$ cat config.mk
export PLATFORM = sky130hd
export DESIGN_NAME = fetch_unit
export DESIGN_NICKNAME = d
export VERILOG_FILES = /design/src/rtl/fetch_unit.sv
export SDC_FILE = /design/constraint.sdc
export NUM_CORES = 1
export LEC_CHECK = 0
export CORE_AREA = 2 2 68 70
export CTS_BUF_LIST = sky130_fd_sc_hd__clkbuf_8 sky130_fd_sc_hd__clkbuf_16
export DETAILED_ROUTE_END_ITERATION = 8
export DIE_AREA = 0 0 70 72
export GPL_ROUTABILITY_DRIVEN = 0
export GPL_TIMING_DRIVEN = 0
export MAX_ROUTING_LAYER = met4
export PLACE_DENSITY = 0.8
export SLEW_MARGIN = 20
export SYNTH_ARGS = -nofsm -noshare
export SYNTH_HDL_FRONTEND = slang
export SYNTH_SLANG_ARGS = --single-unit
$ cat constraint.sdc
create_clock -name clk -period 4.4 [get_ports clk]
set_input_delay 0.66 -clock clk [delete_from_list [all_inputs] [get_ports clk]]
set_output_delay 0.66 -clock clk [all_outputs]
set_load 0.01 [all_outputs]
$ cat src/rtl/fetch_unit.sv
// fetch_unit: owns the PC, issues reads to synchronous instruction memory and hands words downstream.
// Optional FETCH_PERF_CNT_EN adds a saturating fetch_count of accepted words.
module fetch_unit #(
  parameter int ADDR_W      = 10,
  parameter int DATA_W      = 16,
  parameter int RESET_PC    = 0,
  parameter int MEM_LATENCY = 1
) (
  input  logic              clk,
  input  logic              reset,
  input  logic              stall,
  input  logic              redirect,
  input  logic [ADDR_W-1:0] redirect_addr,
  output logic [ADDR_W-1:0] mem_addr,
  input  logic [DATA_W-1:0] mem_dout,
  output logic [DATA_W-1:0] instr,
  output logic [ADDR_W-1:0] instr_pc,
  output logic              instr_valid,
  input  logic              instr_ready
`ifdef FETCH_PERF_CNT_EN
  ,
  output logic [15:0]       fetch_count
`endif
);
  localparam logic [1:0] ISSUE = 2'd0;
  localparam logic [1:0] WAIT  = 2'd1;
  localparam logic [1:0] HOLD  = 2'd2;
  logic [1:0]        state_q, state_d;
  logic [2:0]        cnt_q, cnt_d;
  logic [ADDR_W-1:0] pc_q, pc_d, ipc_q, ipc_d;
  logic [DATA_W-1:0] instr_q, instr_d;
  logic              valid_q, valid_d;
  always_comb begin
    state_d = state_q;
    cnt_d   = cnt_q;
    pc_d    = pc_q;
    ipc_d   = ipc_q;
    instr_d = instr_q;
    valid_d = valid_q;
    if (redirect) begin
      pc_d    = redirect_addr;
      state_d = ISSUE;
      cnt_d   = '0;
      valid_d = 1'b0;
    end else if (!stall) begin
      case (state_q)
        ISSUE: begin
          state_d = WAIT;
          cnt_d   = '0;
        end
        WAIT: begin
          if (cnt_q == 3'(MEM_LATENCY - 1)) begin
            instr_d = mem_dout;
            ipc_d   = pc_q;
            valid_d = 1'b1;
            pc_d    = pc_q + 1'b1;
            state_d = HOLD;
          end else begin
            cnt_d = cnt_q + 1'b1;
          end
        end
        HOLD: begin
          valid_d = instr_ready ? 1'b0 : valid_q;
          state_d = instr_ready ? ISSUE : HOLD;
        end
        default: state_d = ISSUE;
      endcase
    end
  end
  always_ff @(posedge clk or posedge reset) begin
    if (reset) begin
      state_q <= ISSUE;
      cnt_q   <= '0;
      pc_q    <= ADDR_W'(RESET_PC);
      ipc_q   <= '0;
      instr_q <= '0;
      valid_q <= 1'b0;
    end else begin
      state_q <= state_d;
      cnt_q   <= cnt_d;
      pc_q    <= pc_d;
      ipc_q   <= ipc_d;
      instr_q <= instr_d;
      valid_q <= valid_d;
    end
  end
  assign mem_addr    = pc_q;
  assign instr       = instr_q;
  assign instr_pc    = ipc_q;
  assign instr_valid = valid_q;
`ifdef FETCH_PERF_CNT_EN
  logic [15:0] fcnt_q, fcnt_d;
  assign fcnt_d = fcnt_q + 16'((valid_q && instr_ready && !stall && fcnt_q != 16'hFFFF) ? 1 : 0);
  always_ff @(posedge clk or posedge reset) begin
    if (reset) fcnt_q <= '0;
    else fcnt_q <= fcnt_d;
  end
  assign fetch_count = fcnt_q;
`endif
endmodule

==> flow_metrics.env <==
export IMPL_grt_overflow=0
export IMPL_crit_arrival_ns=2.48
export IMPL_setup_tns_ns=0
export IMPL_r2r_setup_slack_ns=2.10
export IMPL_power_per_cell_area_nw_per_um2=428
export IMPL_peakVddDrop_uv=274
export IMPL_postCtsSetupBuffers=0
export IMPL_yosysMostFrequentCell="dfrtp_1"
export IMPL_ant_nets=0
export IMPL_synth_area_leader_cell="dfrtp_1"
export IMPL_dieArea_sq_um=5040
export IMPL_yosys_warnings=0
export IMPL_ys_async_sr_fraction_pct=100
export IMPL_setup_viol=0
export IMPL_avgSynthCellArea_sq_um=12.1
export IMPL_grt_max_degree=27
export IMPL_min_period_ns=2.30
export IMPL_hpwl_microns=2840
export IMPL_track_usage_pct=17.0
export IMPL_worst_r2r_path_depth=8
export IMPL_clk_path_buf_depth=2
export IMPL_fmax_ghz=0.434
export IMPL_hold_slack_ns=0.506
export IMPL_synth_main_ff_cell="dfrtp_1"
export IMPL_routedWlPerCell_microns=13.9
export IMPL_root_buffer="clkbuf_8"
export IMPL_ys_types=33
export IMPL_required_ns=4.58
export IMPL_worstPathMaxFanout=10
export IMPL_syn_area_sq_um=1880
export IMPL_drv_slew=0
export IMPL_rows=24
export IMPL_cts_buffers=5
export IMPL_synthTopCellsByCount="dfrtp_1 (42), mux2_2 (26), nand2_1 (15)"
export IMPL_nets=263
export IMPL_port_buffers=66
export IMPL_synthesis_nets=189
export IMPL_seq_area_frac_synth_pct=56.0
export IMPL_route_detailed_drc=0
export IMPL_drive_gt1_share_pct=20.0
export IMPL_outcome="finished, final reports clean"
export IMPL_min_path_type="flop to flop"
export IMPL_clkLatencyLatePin_ns=0.30
export IMPL_tightest_slew_ns=0.437
export IMPL_cts_resized=0
export IMPL_dieWidth_microns=70
export IMPL_antennaDiodeCount=0
export IMPL_yosysTopAreaCellShare_pct=56.0
export IMPL_die_h_microns=72
export IMPL_min_period_over_period_pct=52.3
export IMPL_rsz0062_at_grt="false"
export IMPL_cts_tree="built"
export IMPL_endpoint="instr_pc[3]"
export IMPL_grt_antenna_before_repair=0
export IMPL_hold_viol=0
export IMPL_vias=1418
export IMPL_core_sq_um=4260
export IMPL_critPathLaunch="cnt_q[0]"
export IMPL_slew_headroom_pct=70.8
export IMPL_via_per_inst=5.03
export IMPL_routed_wl_microns=3910
export IMPL_p_leak_nw=1.14
export IMPL_io_pins=68
export IMPL_synth_cells=155
export IMPL_grt_pass1_wl_microns=6520
export IMPL_grt_pass1_vias=1438
export IMPL_fin_worst_skew_ns=0.00574
export IMPL_worst_r2r_startpoint="cnt_q[0]"
export IMPL_grt_use_met1_pct=21.1
export IMPL_synth_edf_count=0
export IMPL_ys_top_cells_by_area="dfrtp_1 (56%), mux2_2 (16%), o21ai_0 (3.5%), nand2_1 (3.0%), xor2_1 (2.8%)"
export IMPL_synth_seq_cells=42
export IMPL_initial_core_util_pct=44.0
export IMPL_dr_pass1_iters=4
export IMPL_drtIter0Drc=57
export IMPL_cts_hold_buf=0
export IMPL_busiest_layer="met2"
export IMPL_htree_levels=2
export IMPL_worstReg2RegEnd="instr_pc[3]"
export IMPL_grt_use_met2_pct=26.3
export IMPL_clock_sinks=42
export IMPL_area_growth_pct=45.6
export IMPL_critPathLaunchType="flop"
export IMPL_path_class="flop to flop"
export IMPL_grt_use_met3_pct=5.14
export IMPL_max_cap_violations=0
export IMPL_critPathCaptureType="flop"
export IMPL_worst_setup_hold_path_clk_slew_ns=0.08
area by class of cell:
cell class | count | area (sq um)
Multi-Input combinational cell | 102 | 766
Fill cell | 351 | 1530
Clock buffer | 8 | 110
Tap cell | 52 | 65.1
Timing Repair Buffer | 67 | 681
Inverter | 3 | 11.3
Buffer | 8 | 48.8
Sequential cell | 42 | 1050
logic make-up (layout without fill, tap and decap cells):
group | count (synthesis) | in the layout | synth area share (%)
simple gates | 44 | 44 | 13.4
flops | 42 | 42 | 56.0
mux | 27 | 27 | 16.1
compound gates | 20 | 20 | 5.53
buf+inv | 11 | 86 | 3.20
xor+xnor | 8 | 8 | 3.73
fa+ha+maj | 3 | 3 | 2.00
worst max-delay path: stages, from the launching register on:
cell and delay [ns]:
dfrtp_1 0.41, inv_1 0.08, ha_1 0.20, and3b_1 0.16, buf_2 0.15, nand2_1 0.17, nor2_2 0.40, buf_4 0.27
mux2_2 0.35
where the power goes:
part | leakage, nW | switching [W] | internal, W
clock | 0.0575 | 0.000127 | 0.000158
sequential | 0.519 | 0.0000509 | 0.000472
combinational | 0.565 | 0.000125 | 0.000237
total | 1.14 | 0.000303 | 0.000867
routing by layer:
metal	share of wire (%)	routed length (microns)
met1	46	1800
met4	1.4	55
met3	7.0	275
met2	46	1780
met5	0	0
state kept, by name (all words and copies together), names as in the netlist:
register	flops
instr	16
instr_pc	10
mem_addr	10
cnt_q	3
state_q	2
instr_valid	1
metrics by stage:
| stage | instances | cell area [sq um] | utilization [%] | total power, W | setup WS (ns) |
|---|---|---|---|---|---|
| global route | 282 | 2730 | 64.1 | 0.00123 | 1.89 |
| CTS | 282 | 2730 | 64.1 | 0.00119 | 2.06 |
| floorplan | 155 | 1880 | - | 0.000672 | 2.27 |
| global placement | 273 | 2600 | 61.0 | 0.000885 | 1.89 |
| finish | 282 | 2730 | 64.1 | 0.00117 | 2.10 |
| detailed placement | 274 | 2620 | 61.5 | 0.000898 | 2.06 |
worst min-delay path by stage:
stage | start | to | slack, ns | cells past startpoint
finish | instr[1] | instr[1] | 0.51 | 1
global route | instr_pc[7] | instr_pc[7] | 0.53 | 1
CTS | instr[1] | instr[1] | 0.51 | 1
detailed placement | instr[1] | instr[1] | 0.49 | 1
global placement | instr[9] | instr[9] | 0.49 | 1
floorplan | cnt_q[0] | cnt_q[0] | 0.52 | 2
cells in the final DEF (no fill, tap or decap), drive strengths merged, types with 3 or more instances in the layout:
master and count:
o21ai 13, buf 7, inv 3, nand4 3, mux2 26, nor2 3
dfrtp 42, nand3 7, a21oi 5, xor2 6, clkdlybuf4s50 66, clkbuf 10
nand2 15, ha 3
Power figures use the tool's default switching activity.
